## src/rtl/restoring_div16.sv

```systemverilog
// restoring_div16: multi-cycle unsigned restoring divider.
// One quotient bit is produced per RUN cycle, and a zero divisor finishes at once.
module restoring_div16 #(
    parameter int WIDTH = 16
) (
    input  logic             clk,
    input  logic             rst_n,
    input  logic             start,
    input  logic [WIDTH-1:0] dividend,
    input  logic [WIDTH-1:0] divisor,
    output logic [WIDTH-1:0] quotient,
    output logic [WIDTH-1:0] remainder,
    output logic             busy,
    output logic             done,
    output logic             div_by_zero
);
    localparam int CW = $clog2(WIDTH + 1);

    typedef enum logic [1:0] {IDLE, RUN, FIN} state_t;

    state_t           state, nxt;
    logic [WIDTH-1:0] a, q, m;
    logic [WIDTH:0]   a_sh, diff;
    logic [CW-1:0]    cnt;
    logic             accept;

    assign accept = (state == IDLE) && start;

    always_ff @(posedge clk or negedge rst_n) begin
        if (!rst_n)
            state <= IDLE;
        else
            state <= nxt;
    end

    always_comb begin
        nxt = state;
        nxt = state == IDLE ? (start ? (|divisor ? RUN : FIN) : IDLE) :
              state == RUN  ? (cnt == CW'(1) ? FIN : RUN) : IDLE;
    end

    // The partial remainder always stays below M, so its top bit is only needed transiently in a_sh.
    assign a_sh = {a, q[WIDTH-1]};
    assign diff = a_sh - {1'b0, m};

    always_ff @(posedge clk or negedge rst_n) begin
        if (!rst_n) begin
            a           <= '0;
            q           <= '0;
            m           <= '0;
            cnt         <= '0;
            div_by_zero <= 1'b0;
        end else if (accept) begin
            m           <= divisor;
            cnt         <= CW'(WIDTH);
            div_by_zero <= ~|divisor;
            a           <= |divisor ? '0 : dividend;
            q           <= |divisor ? dividend : '1;
        end else if (state == RUN) begin
            a   <= diff[WIDTH] ? a_sh[WIDTH-1:0] : diff[WIDTH-1:0];
            q   <= {q[WIDTH-2:0], ~diff[WIDTH]};
            cnt <= cnt - 1'b1;
        end
    end

    assign quotient  = q;
    assign remainder = a;
    assign busy      = state != IDLE;
    assign done      = state == FIN;
endmodule

```

## config.mk

```make
export PLATFORM = sky130hd
export DESIGN_NAME = restoring_div16
export DESIGN_NICKNAME = d
export VERILOG_FILES = /design/src/rtl/restoring_div16.sv
export SDC_FILE = /design/constraint.sdc
export NUM_CORES = 1
export LEC_CHECK = 0
export CAP_MARGIN = 40
export CORE_AREA = 2 2 88 90
export CTS_CLUSTER_DIAMETER = 80
export DETAILED_ROUTE_END_ITERATION = 10
export DIE_AREA = 0 0 90 92
export HOLD_SLACK_MARGIN = 0.1
export MAX_ROUTING_LAYER = met4
export PLACE_DENSITY = 0.8
export SLEW_MARGIN = 20
export SYNTH_ARGS = -nofsm -noshare
export SYNTH_HDL_FRONTEND = slang
export SYNTH_SLANG_ARGS = --single-unit
export TNS_END_PERCENT = 50
```

## constraint.sdc

```tcl
create_clock -name clk -period 3.3 [get_ports clk]
set_input_delay 0.33 -clock clk [delete_from_list [all_inputs] [get_ports clk]]
set_output_delay 0.33 -clock clk [all_outputs]
set_load 0.02 [all_outputs]
```

==> flow_metrics.env, run 1 <==
export IMPL_grt_pass1_vias=3484
export IMPL_drtAntennaViolNets=0
export IMPL_synth_cell_type_count=55
export IMPL_ys_seq_area_share_pct=39.4
export IMPL_ff2ff_setup_slack_ns=0.38
export IMPL_antenna_found_initial=0
export IMPL_vias=3413
export IMPL_num_rows=32
export IMPL_clockRootBuffer="clkbuf_8"
export IMPL_grt_busiest_layer="met2"
export IMPL_n_fill_cell=675
export IMPL_tightest_slew_ns=0.645
export IMPL_finalSetupViolCount=0
export IMPL_io_buffers=69
export IMPL_final_max_slew_viol_count=0
export IMPL_finalHoldViolCount=0
export IMPL_dpl_hpwl_um=7460
export IMPL_first_pass_iters=6
export IMPL_cts_buffers=5
export IMPL_cap_violations=0
export IMPL_yosysWarnings=0
export IMPL_overflow=0
export IMPL_seq_area_mm2=0.00140
export IMPL_fin_crit_sh_pct=88.6
export IMPL_power_per_cell_area_mw_per_mm2=1330
export IMPL_drive_gt1_share_pct=7.05
export IMPL_fp_dieH_um=92
export IMPL_core_area_mm2=0.00745
export IMPL_syn_instance_count=418
export IMPL_fin_worst_skew_ns=0.0142
export IMPL_rsz0062_at_grt="false"
export IMPL_fin_area_mm2=0.00446
export IMPL_fin_setup_tns_ns=0
export IMPL_clk_pin_slew_ns=0.11
export IMPL_first_iter_violations=292
export IMPL_start_kind="flip-flop"
export IMPL_use_met2_pct=40.9
export IMPL_slowest_stage="or4_1"
export IMPL_multiInputGateArea_mm2=0.00197
export IMPL_area_delta_synth_final_pct=25.3
export IMPL_clock_latency_ns=0.32
export IMPL_path_cells="inv_1 > ha_1 > fa_1 > nand2b_1 > a211oi_2 > o21a_1 > or4_4 > nand3_2 > or4_1 > a21oi_1"
export IMPL_gp_congestion=0.948
export IMPL_die_area_mm2=0.00828
export IMPL_status="completed"
export IMPL_holdWs_ns=0.387
export IMPL_synth_seq_cells=56
export IMPL_placed_area_mm2=0.00433
export IMPL_worst_endpoint_required_ns=3.54
export IMPL_netlist_area_mm2=0.00356
export IMPL_period_needed_ns=2.92
export IMPL_clk_path_buf_depth=2
export IMPL_die_w_um=90
export IMPL_h_tree_depth=2
export IMPL_endpoint_kind="flip-flop"
export IMPL_totalWireLength_um=10000
export IMPL_async_flop_share_pct=100
export IMPL_gr_usage_met1_pct=34.4
export IMPL_synthFlopType="dfrtp_1"
export IMPL_slowest_delay_ns=0.61
export IMPL_max_freq_mhz=342
export IMPL_drc_errors=0
export IMPL_synth_edf_count=0
export IMPL_grt_pass1_wl_um=16900
export IMPL_hp_class="primary input to async pin"
export IMPL_wire_per_inst_um=17.2
export IMPL_initial_core_util_pct=47.8
export IMPL_layout_common_cells="nand2_1 (68), clkdlybuf4s50_1 (68), dfrtp_1 (56)"
export IMPL_track_usage_pct=25.6
export IMPL_cts_sinks=56
export IMPL_arrival_ns=3.16
export IMPL_io_pins=70
export IMPL_synth_area_per_cell_um2=8.51
export IMPL_n_antenna_cell=0
export IMPL_grt_max_degree=38
export IMPL_use_met3_pct=4.77
export IMPL_maxSlewHeadroom_pct=57.0
export IMPL_power_leakage_nw=1.91
export IMPL_irDropWorstVdd_v=0.000795
export IMPL_vias_per_cell=5.84
export IMPL_crit_type="flip-flop to flip-flop"
export IMPL_cts_tree="done"
export IMPL_cp_max_fo=8
export IMPL_synth_nets=472
export IMPL_nNetsFinal=535
per-layer routing:
layer | up-vias | wire length [um]
met1 | 1624 | 4520
li1 | 1630 | -
met5 | - | 0
met3 | 14 | 688
met2 | 145 | 4700
met4 | 0 | 122
kinds of logic after synthesis:
group	count (synthesis)	share of synthesized area (%)
simple gates	149	20.0
compound gates	126	22.5
flops	56	39.4
buf+inv	47	5.49
fa+ha+maj	19	6.89
xor+xnor	11	2.71
mux	10	3.02
registers in the layout, indices dropped and copies added (netlist names):
signal	flops
m	16
quotient	16
remainder	16
cnt	5
state	2
div_by_zero	1
final cells by class:
cell class / count / area share, %
Multi-Input combinational cell: 315 / 44.1
Sequential cell: 56 / 31.5
Timing Repair Buffer: 80 / 17.6
Tap cell: 102 / 2.86
Inverter: 23 / 1.94
Clock buffer: 5 / 1.54
Clock inverter: 3 / 0.505
worst paths after layout:
kind | from | end | cells after the start
min reg2reg | m[0]$_DFFE_PN0P_ | m[0]$_DFFE_PN0P_ | 2
min | rst_n | quotient[11]$_DFFE_PN0P_ | 2
max | quotient[15]$_DFFE_PN0P_ | remainder[15]$_DFFE_PN0P_ | 10
max in group asynchronous | rst_n | m[3]$_DFFE_PN0P_ | 4
max reg2reg | quotient[15]$_DFFE_PN0P_ | remainder[15]$_DFFE_PN0P_ | 10
min in group clk | m[0]$_DFFE_PN0P_ | m[0]$_DFFE_PN0P_ | 2
critical path, delay by kind of cell, from the launching register on:
| family | cells | cell delay [ns] |
|---|---|---|
| AND/OR/NAND/NOR | 4 | 1.11 |
| adder cells (fa/ha/maj) | 2 | 0.62 |
| AO/OA/AOI/OAI | 3 | 0.65 |
| buffers and inverters | 1 | 0.07 |
| flip-flops | 1 | 0.39 |
metrics by stage:
stage	cells	power, mW	worst slack, ns	utilization (%)
global placement	573	5.29	0.594	58.1
global route	584	6.39	0.190	59.8
detailed placement	573	5.42	0.430	58.1
finish	584	5.91	0.377	59.8
floorplan	418	4.25	0.596	-
CTS	581	5.84	0.398	59.3
power breakdown:
part	total, mW	switching (mW)	internal, mW
combinational	4.15	2.36	1.79
clock	0.395	0.242	0.153
sequential	1.37	0.318	1.05
total	5.91	2.92	2.99
Yosys cell counts, drive strengths merged (2+ instances only):
cell type   n  share of area, %
dfrtp      56                39
nor4        6               1.1
o21ai      36               5.2
a211oi      6               1.4
nor3       22               3.1
mux2i       7               2.0
o31ai       5               1.1
nor2b       3              0.53
mux2        3               1.1
nor2       15               1.6
a21oi      26               3.9
or4         3              0.74
a21o        7               1.5
a22o        2              0.49
clkbuf     17               1.8
nand4       3              0.53
a22oi       7               1.5
a221oi      2              0.49
nand2      68               7.2
buf         7               1.3
a31oi      19               3.3
ha         18               6.3
inv        23               2.4
or3b        2              0.49
or2         2              0.35
nand3b      2              0.42
nand3       8               1.3
and3        3              0.53
nand2b      8               1.4
xnor2       8               2.0
xor2        3              0.74
o21a        6               1.3
o22ai       2              0.35
and2        2              0.35
repair_timing:
action | 4_1_cts | 5_1_grt
resized for setup | 0 | 0
endpoints found under the hold margin | 0 | 36
hold buffers | 0 | 1
setup buffers | 0 | 0
No activity file was read; power rests on OpenSTA's default activity.
==> run 2, diff against run 1 <==
- MAX_ROUTING_LAYER: met4 -> unset
==> run 2 against run 1 <==
  * Setup slack better by 0.067 ns
  * Die area unchanged
  * Fmax increased by 2.4%
  * Combinational power is 1% lower
==> flow_metrics.env, run 2 (same netlist as run 1, synthesis figures left out) <==
export IMPL_status="completed"
export IMPL_postCtsResizedCells=0
export IMPL_timing_rr_start="quotient[15]$_DFFE_PN0P_"
export IMPL_io_buffers=69
export IMPL_final_max_slew_viol_count=0
export IMPL_reg2reg_depth=10
export IMPL_start_kind="flip-flop"
export IMPL_grt_pass1_vias=3308
export IMPL_grt_busiest_layer="met2"
export IMPL_maxSlewHeadroom_pct=54.9
export IMPL_rsz0062_at_grt="false"
export IMPL_cap_violations=0
export IMPL_gr_usage_met1_pct=33.9
export IMPL_vias=3408
export IMPL_hp_class="primary input to async pin"
export IMPL_ff2ff_setup_slack_ns=0.44
export IMPL_cp_max_fo=8
export IMPL_clockRootBuffer="clkbuf_8"
export IMPL_cts_sinks=56
export IMPL_power_mw=5.87
export IMPL_fp_dieH_um=92
export IMPL_use_met3_pct=5.18
export IMPL_track_usage_pct=23.9
export IMPL_vias_per_cell=5.84
export IMPL_core_area_mm2=0.00745
export IMPL_drtAntennaViolNets=0
export IMPL_crit_type="flip-flop to flip-flop"
export IMPL_power_per_cell_area_mw_per_mm2=1320
export IMPL_n_antenna_cell=0
export IMPL_clk_path_buf_depth=2
export IMPL_cts_buffers=5
export IMPL_fin_worst_skew_ns=0.00795
export IMPL_max_freq_mhz=350
export IMPL_clk_pin_slew_ns=0.11
export IMPL_finalHoldViolCount=0
export IMPL_dpl_worst_slack_ns=0.505
export IMPL_irDropWorstVdd_v=0.000644
export IMPL_grt_pass1_wl_um=16200
export IMPL_h_tree_depth=2
export IMPL_drc_errors=0
export IMPL_num_rows=32
export IMPL_first_iter_violations=354
export IMPL_regToRegEndpoint="remainder[15]$_DFFE_PN0P_"
export IMPL_wire_per_inst_um=16.7
export IMPL_dpl_hpwl_um=7250
export IMPL_n_fill_cell=690
export IMPL_die_w_um=90
export IMPL_first_pass_iters=5
export IMPL_overflow=0
export IMPL_tightest_slew_ns=0.677
export IMPL_cts_tree="done"
export IMPL_worst_slack_ns=0.444
export IMPL_layout_common_cells="nand2_1 (68), clkdlybuf4s50_1 (68), dfrtp_1 (56)"
export IMPL_initial_core_util_pct=47.8
export IMPL_io_pins=70
export IMPL_nNetsFinal=535
export IMPL_fin_crit_sh_pct=86.5
export IMPL_power_leakage_nw=1.91
export IMPL_drive_gt1_share_pct=7.05
export IMPL_worst_endpoint_required_ns=3.54
export IMPL_die_area_mm2=0.00828
export IMPL_period_needed_ns=2.86
export IMPL_arrival_ns=3.10
export IMPL_gp_congestion=0.933
export IMPL_area_delta_synth_final_pct=25.3
export IMPL_use_met2_pct=37.7
export IMPL_endpoint_kind="flip-flop"
export IMPL_fin_setup_tns_ns=0
export IMPL_totalWireLength_um=9760
export IMPL_antenna_found_initial=0
export IMPL_finalSetupViolCount=0
export IMPL_grt_max_degree=36
export IMPL_clock_latency_ns=0.32
[run 2: cell counts in the layout (fill, tap and decap cells not counted)]
No cell type changed its count.
[run 2: area by class of cell]
| class | count | area, um^2 | share of cell area (%) |
|---|---|---|---|
| clock buffers | 5 | 68.8 | 1.54 |
| flip-flops and latches | 56 | 1400 | 31.5 |
| repair buffers | 80 | 783 | 17.6 |
| multi-input cells | 315 | 1970 | 44.1 |
| clock inverters | 3 | 22.5 | 0.505 |
| well taps | 102 | 128 | 2.86 |
| inverters | 23 | 86.3 | 1.94 |
[run 2: power by group]
part,switching (mW),internal [mW]
registers,0.313,1.05
logic,2.33,1.79
clock network,0.243,0.153
[run 2: metal layers]
layer  share of wire [%]  vias up  wire length [um]
li1                    -     1622                 -
met1                  45     1627              4430
met2                  46      144              4460
met3                 7.9       15               769
met4                 1.0        0               102
met5                   0        -                 0
[run 2: critical path, cell delays in order, from the launching register on]
cell and delay (ns):
dfrtp_1 0.39, inv_1 0.07, ha_1 0.21, fa_1 0.40, nand2b_1 0.20, a211oi_2 0.30, o21a_1 0.19, or4_4 0.13
nand3_2 0.17, or4_1 0.57, a21oi_1 0.14
[run 2: what timing repair did]
action | in CTS | in global routing
buffers inserted | 0 | 0
endpoints found under the hold margin | 0 | 5
hold buffers | 0 | 1
[run 2: worst max path at each step]
| stage | start | to | cells after the start |
|---|---|---|---|
| after CTS | quotient[15]$_DFFE_PN0P_ | remainder[15]$_DFFE_PN0P_ | 10 |
| after global routing | quotient[15]$_DFFE_PN0P_ | remainder[15]$_DFFE_PN0P_ | 10 |
| final | quotient[15]$_DFFE_PN0P_ | remainder[15]$_DFFE_PN0P_ | 10 |
| after detailed placement | quotient[15]$_DFFE_PN0P_ | remainder[15]$_DFFE_PN0P_ | 10 |
| after floorplan | quotient[15]$_DFFE_PN0P_ | remainder[15]$_DFFE_PN0P_ | 10 |
| after global placement | quotient[15]$_DFFE_PN0P_ | remainder[15]$_DFFE_PN0P_ | 10 |
[run 2: metrics by stage]
| step | area (um^2) | std cells | util (%) | hold WS, ns |
|---|---|---|---|---|
| 6_report | 4460 | 584 | 59.8 | 0.378 |
| 5_1_grt | 4460 | 584 | 59.8 | 0.400 |
| 4_1_cts | 4420 | 581 | 59.3 | 0.106 |
| 3_5_place_dp | 4330 | 573 | 58.1 | 0.454 |
| 3_3_place_gp | 4330 | 573 | 58.1 | 0.448 |
| 2_1_floorplan | 3560 | 418 | - | 0.0344 |
==> run 3, diff against run 2 <==
- CELL_PAD_IN_SITES_DETAIL_PLACEMENT: unset -> 1
- CELL_PAD_IN_SITES_GLOBAL_PLACEMENT: unset -> 1
- CORE_AREA: 2 2 88 90 -> 2 2 99 101
- DIE_AREA: 0 0 90 92 -> 0 0 101 103
- PLACE_DENSITY: 0.8 -> 0.77
==> run 3 against run 2 <==
  * Design area increased by 1.2%
  * Critical endpoint is now remainder[7]$_DFFE_PN0P_
  * Setup slack got worse by 0.21 ns
  * Sequential share of layout area decreased by 0.37 points
  * Utilization decreased by 12 points
  * Combinational power increased by 1%
  * Highest routed layer unchanged
  * Wire length increased by 12%
  * Clock-buffer cell count unchanged
==> flow_metrics.env, run 3 (same netlist as run 1, synthesis figures left out) <==
export IMPL_placed_area_mm2=0.00434
export IMPL_wire_per_inst_um=18.4
export IMPL_power_per_cell_area_mw_per_mm2=1350
export IMPL_drc_errors=0
export IMPL_power_leakage_nw=1.93
export IMPL_first_iter_violations=72
export IMPL_n_fill_cell=1134
export IMPL_start_kind="flip-flop"
export IMPL_postCtsResizedCells=0
export IMPL_overflow=0
export IMPL_path_buf_inv=2
export IMPL_fin_crit_sh_pct=92.9
export IMPL_die_area_mm2=0.0104
export IMPL_vias_per_cell=5.66
export IMPL_crit_family="simple AND/OR/NAND/NOR gates"
export IMPL_grt_pass1_wl_um=18100
export IMPL_die_w_um=101
export IMPL_period_needed_ns=3.06
export IMPL_clk_pin_slew_ns=0.11
export IMPL_clockRootBuffer="clkbuf_8"
export IMPL_h_tree_depth=2
export IMPL_cts_buffers=5
export IMPL_clock_latency_ns=0.32
export IMPL_rsz0062_at_grt="false"
export IMPL_finalSetupViolCount=0
export IMPL_antenna_found_initial=0
export IMPL_drive_gt1_share_pct=6.67
export IMPL_grt_pass1_vias=3519
export IMPL_crit_type="flip-flop to flip-flop"
export IMPL_first_pass_iters=4
export IMPL_dpl_hpwl_um=8150
export IMPL_drtAntennaViolNets=0
export IMPL_num_rows=36
export IMPL_fin_setup_tns_ns=0
export IMPL_fp_dieH_um=103
export IMPL_final_max_slew_viol_count=0
export IMPL_fin_worst_skew_ns=0.0133
export IMPL_max_freq_mhz=326
export IMPL_worst_endpoint_required_ns=3.47
export IMPL_slowest_delay_ns=0.42
export IMPL_nNetsFinal=534
export IMPL_finalHoldViolCount=0
export IMPL_tightest_slew_ns=0.889
export IMPL_gp_congestion=0.825
export IMPL_path_cells="inv_1 > ha_1 > fa_1 > nand2b_1 > a211oi_2 > o21a_1 > or4_4 > and3_1 > buf_4 > mux2i_1 > o21ai_1"
export IMPL_grt_max_degree=44
export IMPL_fin_area_mm2=0.00451
export IMPL_hp_class="primary input to async pin"
export IMPL_cp_max_fo=9
export IMPL_core_area_mm2=0.00946
export IMPL_track_usage_pct=21.9
export IMPL_arrival_ns=3.23
export IMPL_vias=3364
export IMPL_cts_tree="done"
export IMPL_endpoint_kind="flip-flop"
export IMPL_status="completed"
export IMPL_maxSlewHeadroom_pct=40.5
export IMPL_io_pins=70
export IMPL_cap_violations=0
export IMPL_layout_common_cells="nand2_1 (68), clkdlybuf4s50_1 (68), dfrtp_1 (56)"
export IMPL_n_antenna_cell=0
export IMPL_initial_core_util_pct=37.6
export IMPL_totalWireLength_um=10900
export IMPL_clk_path_buf_depth=2
export IMPL_dpl_worst_slack_ns=0.300
export IMPL_cts_sinks=56
export IMPL_area_delta_synth_final_pct=26.7
export IMPL_io_buffers=69
export IMPL_slowest_stage="and3_1"
export IMPL_worst_slack_ns=0.235
export IMPL_irDropWorstVdd_v=0.000449
## run 3: layout make-up
class                   count  area, um^2  share of cell area [%]
clock buffers               5        68.8                    1.53
clock inverters             2        60.1                    1.33
inverters                  23        86.3                    1.92
multi-input cells         315        1970                    43.6
flip-flops and latches     56        1400                    31.1
well taps                 114         143                    3.16
repair buffers             79         783                    17.4
## run 3: power by group
| group | internal [mW] | total [mW] | switching (mW) |
|---|---|---|---|
| Combinational | 1.78 | 4.17 | 2.39 |
| Clock | 0.299 | 0.540 | 0.241 |
| Sequential | 1.05 | 1.36 | 0.315 |
| Total | 3.13 | 6.08 | 2.95 |
## run 3: worst register-to-register path: stages, from the launching register on
cell and delay (ns):
dfrtp_1 0.38, inv_1 0.06, ha_1 0.22, fa_1 0.41
nand2b_1 0.19, a211oi_2 0.30, o21a_1 0.21, or4_4 0.13
and3_1 0.42, buf_4 0.25, mux2i_1 0.25, o21ai_1 0.08
## run 3: timing repair
action                                 CTS  global route
hold buffers                             0             1
endpoints found under the hold margin    0            12
setup buffers                            0             0
## run 3: per-layer routing
| layer | global-route usage (%) | routed length [um] |
|---|---|---|
| met3 | 2.92 | 483 |
| met1 | 30.9 | 5200 |
| met2 | 36.3 | 5110 |
| met5 | 0 | 0 |
| met4 | 4.78 | 138 |
## run 3: metrics by stage
stage / util (%) / cells / total power [mW] / hold slack (ns)
floorplan: - / 418 / 4.25 / 0.0344
global placement: 45.9 / 585 / 5.36 / 0.456
detailed placement: 45.9 / 585 / 5.48 / 0.475
CTS: 47.3 / 592 / 6.09 / 0.107
global route: 47.7 / 594 / 6.64 / 0.481
finish: 47.7 / 594 / 6.08 / 0.444
## run 3: path summary, 6_finish.rpt
check / from / to / slack, ns / depth (start not counted)
setup / recovery: quotient[15]$_DFFE_PN0P_ / remainder[7]$_DFFE_PN0P_ / 0.24 / 11
hold / removal: rst_n / m[14]$_DFFE_PN0P_ / 0.44 / 2
setup reg to reg: quotient[15]$_DFFE_PN0P_ / remainder[7]$_DFFE_PN0P_ / 0.24 / 11
hold reg to reg: m[0]$_DFFE_PN0P_ / m[0]$_DFFE_PN0P_ / 0.52 / 2
max in group asynchronous: rst_n / remainder[6]$_DFFE_PN0P_ / 2.06 / 4
min in group clk: m[0]$_DFFE_PN0P_ / m[0]$_DFFE_PN0P_ / 0.52 / 2
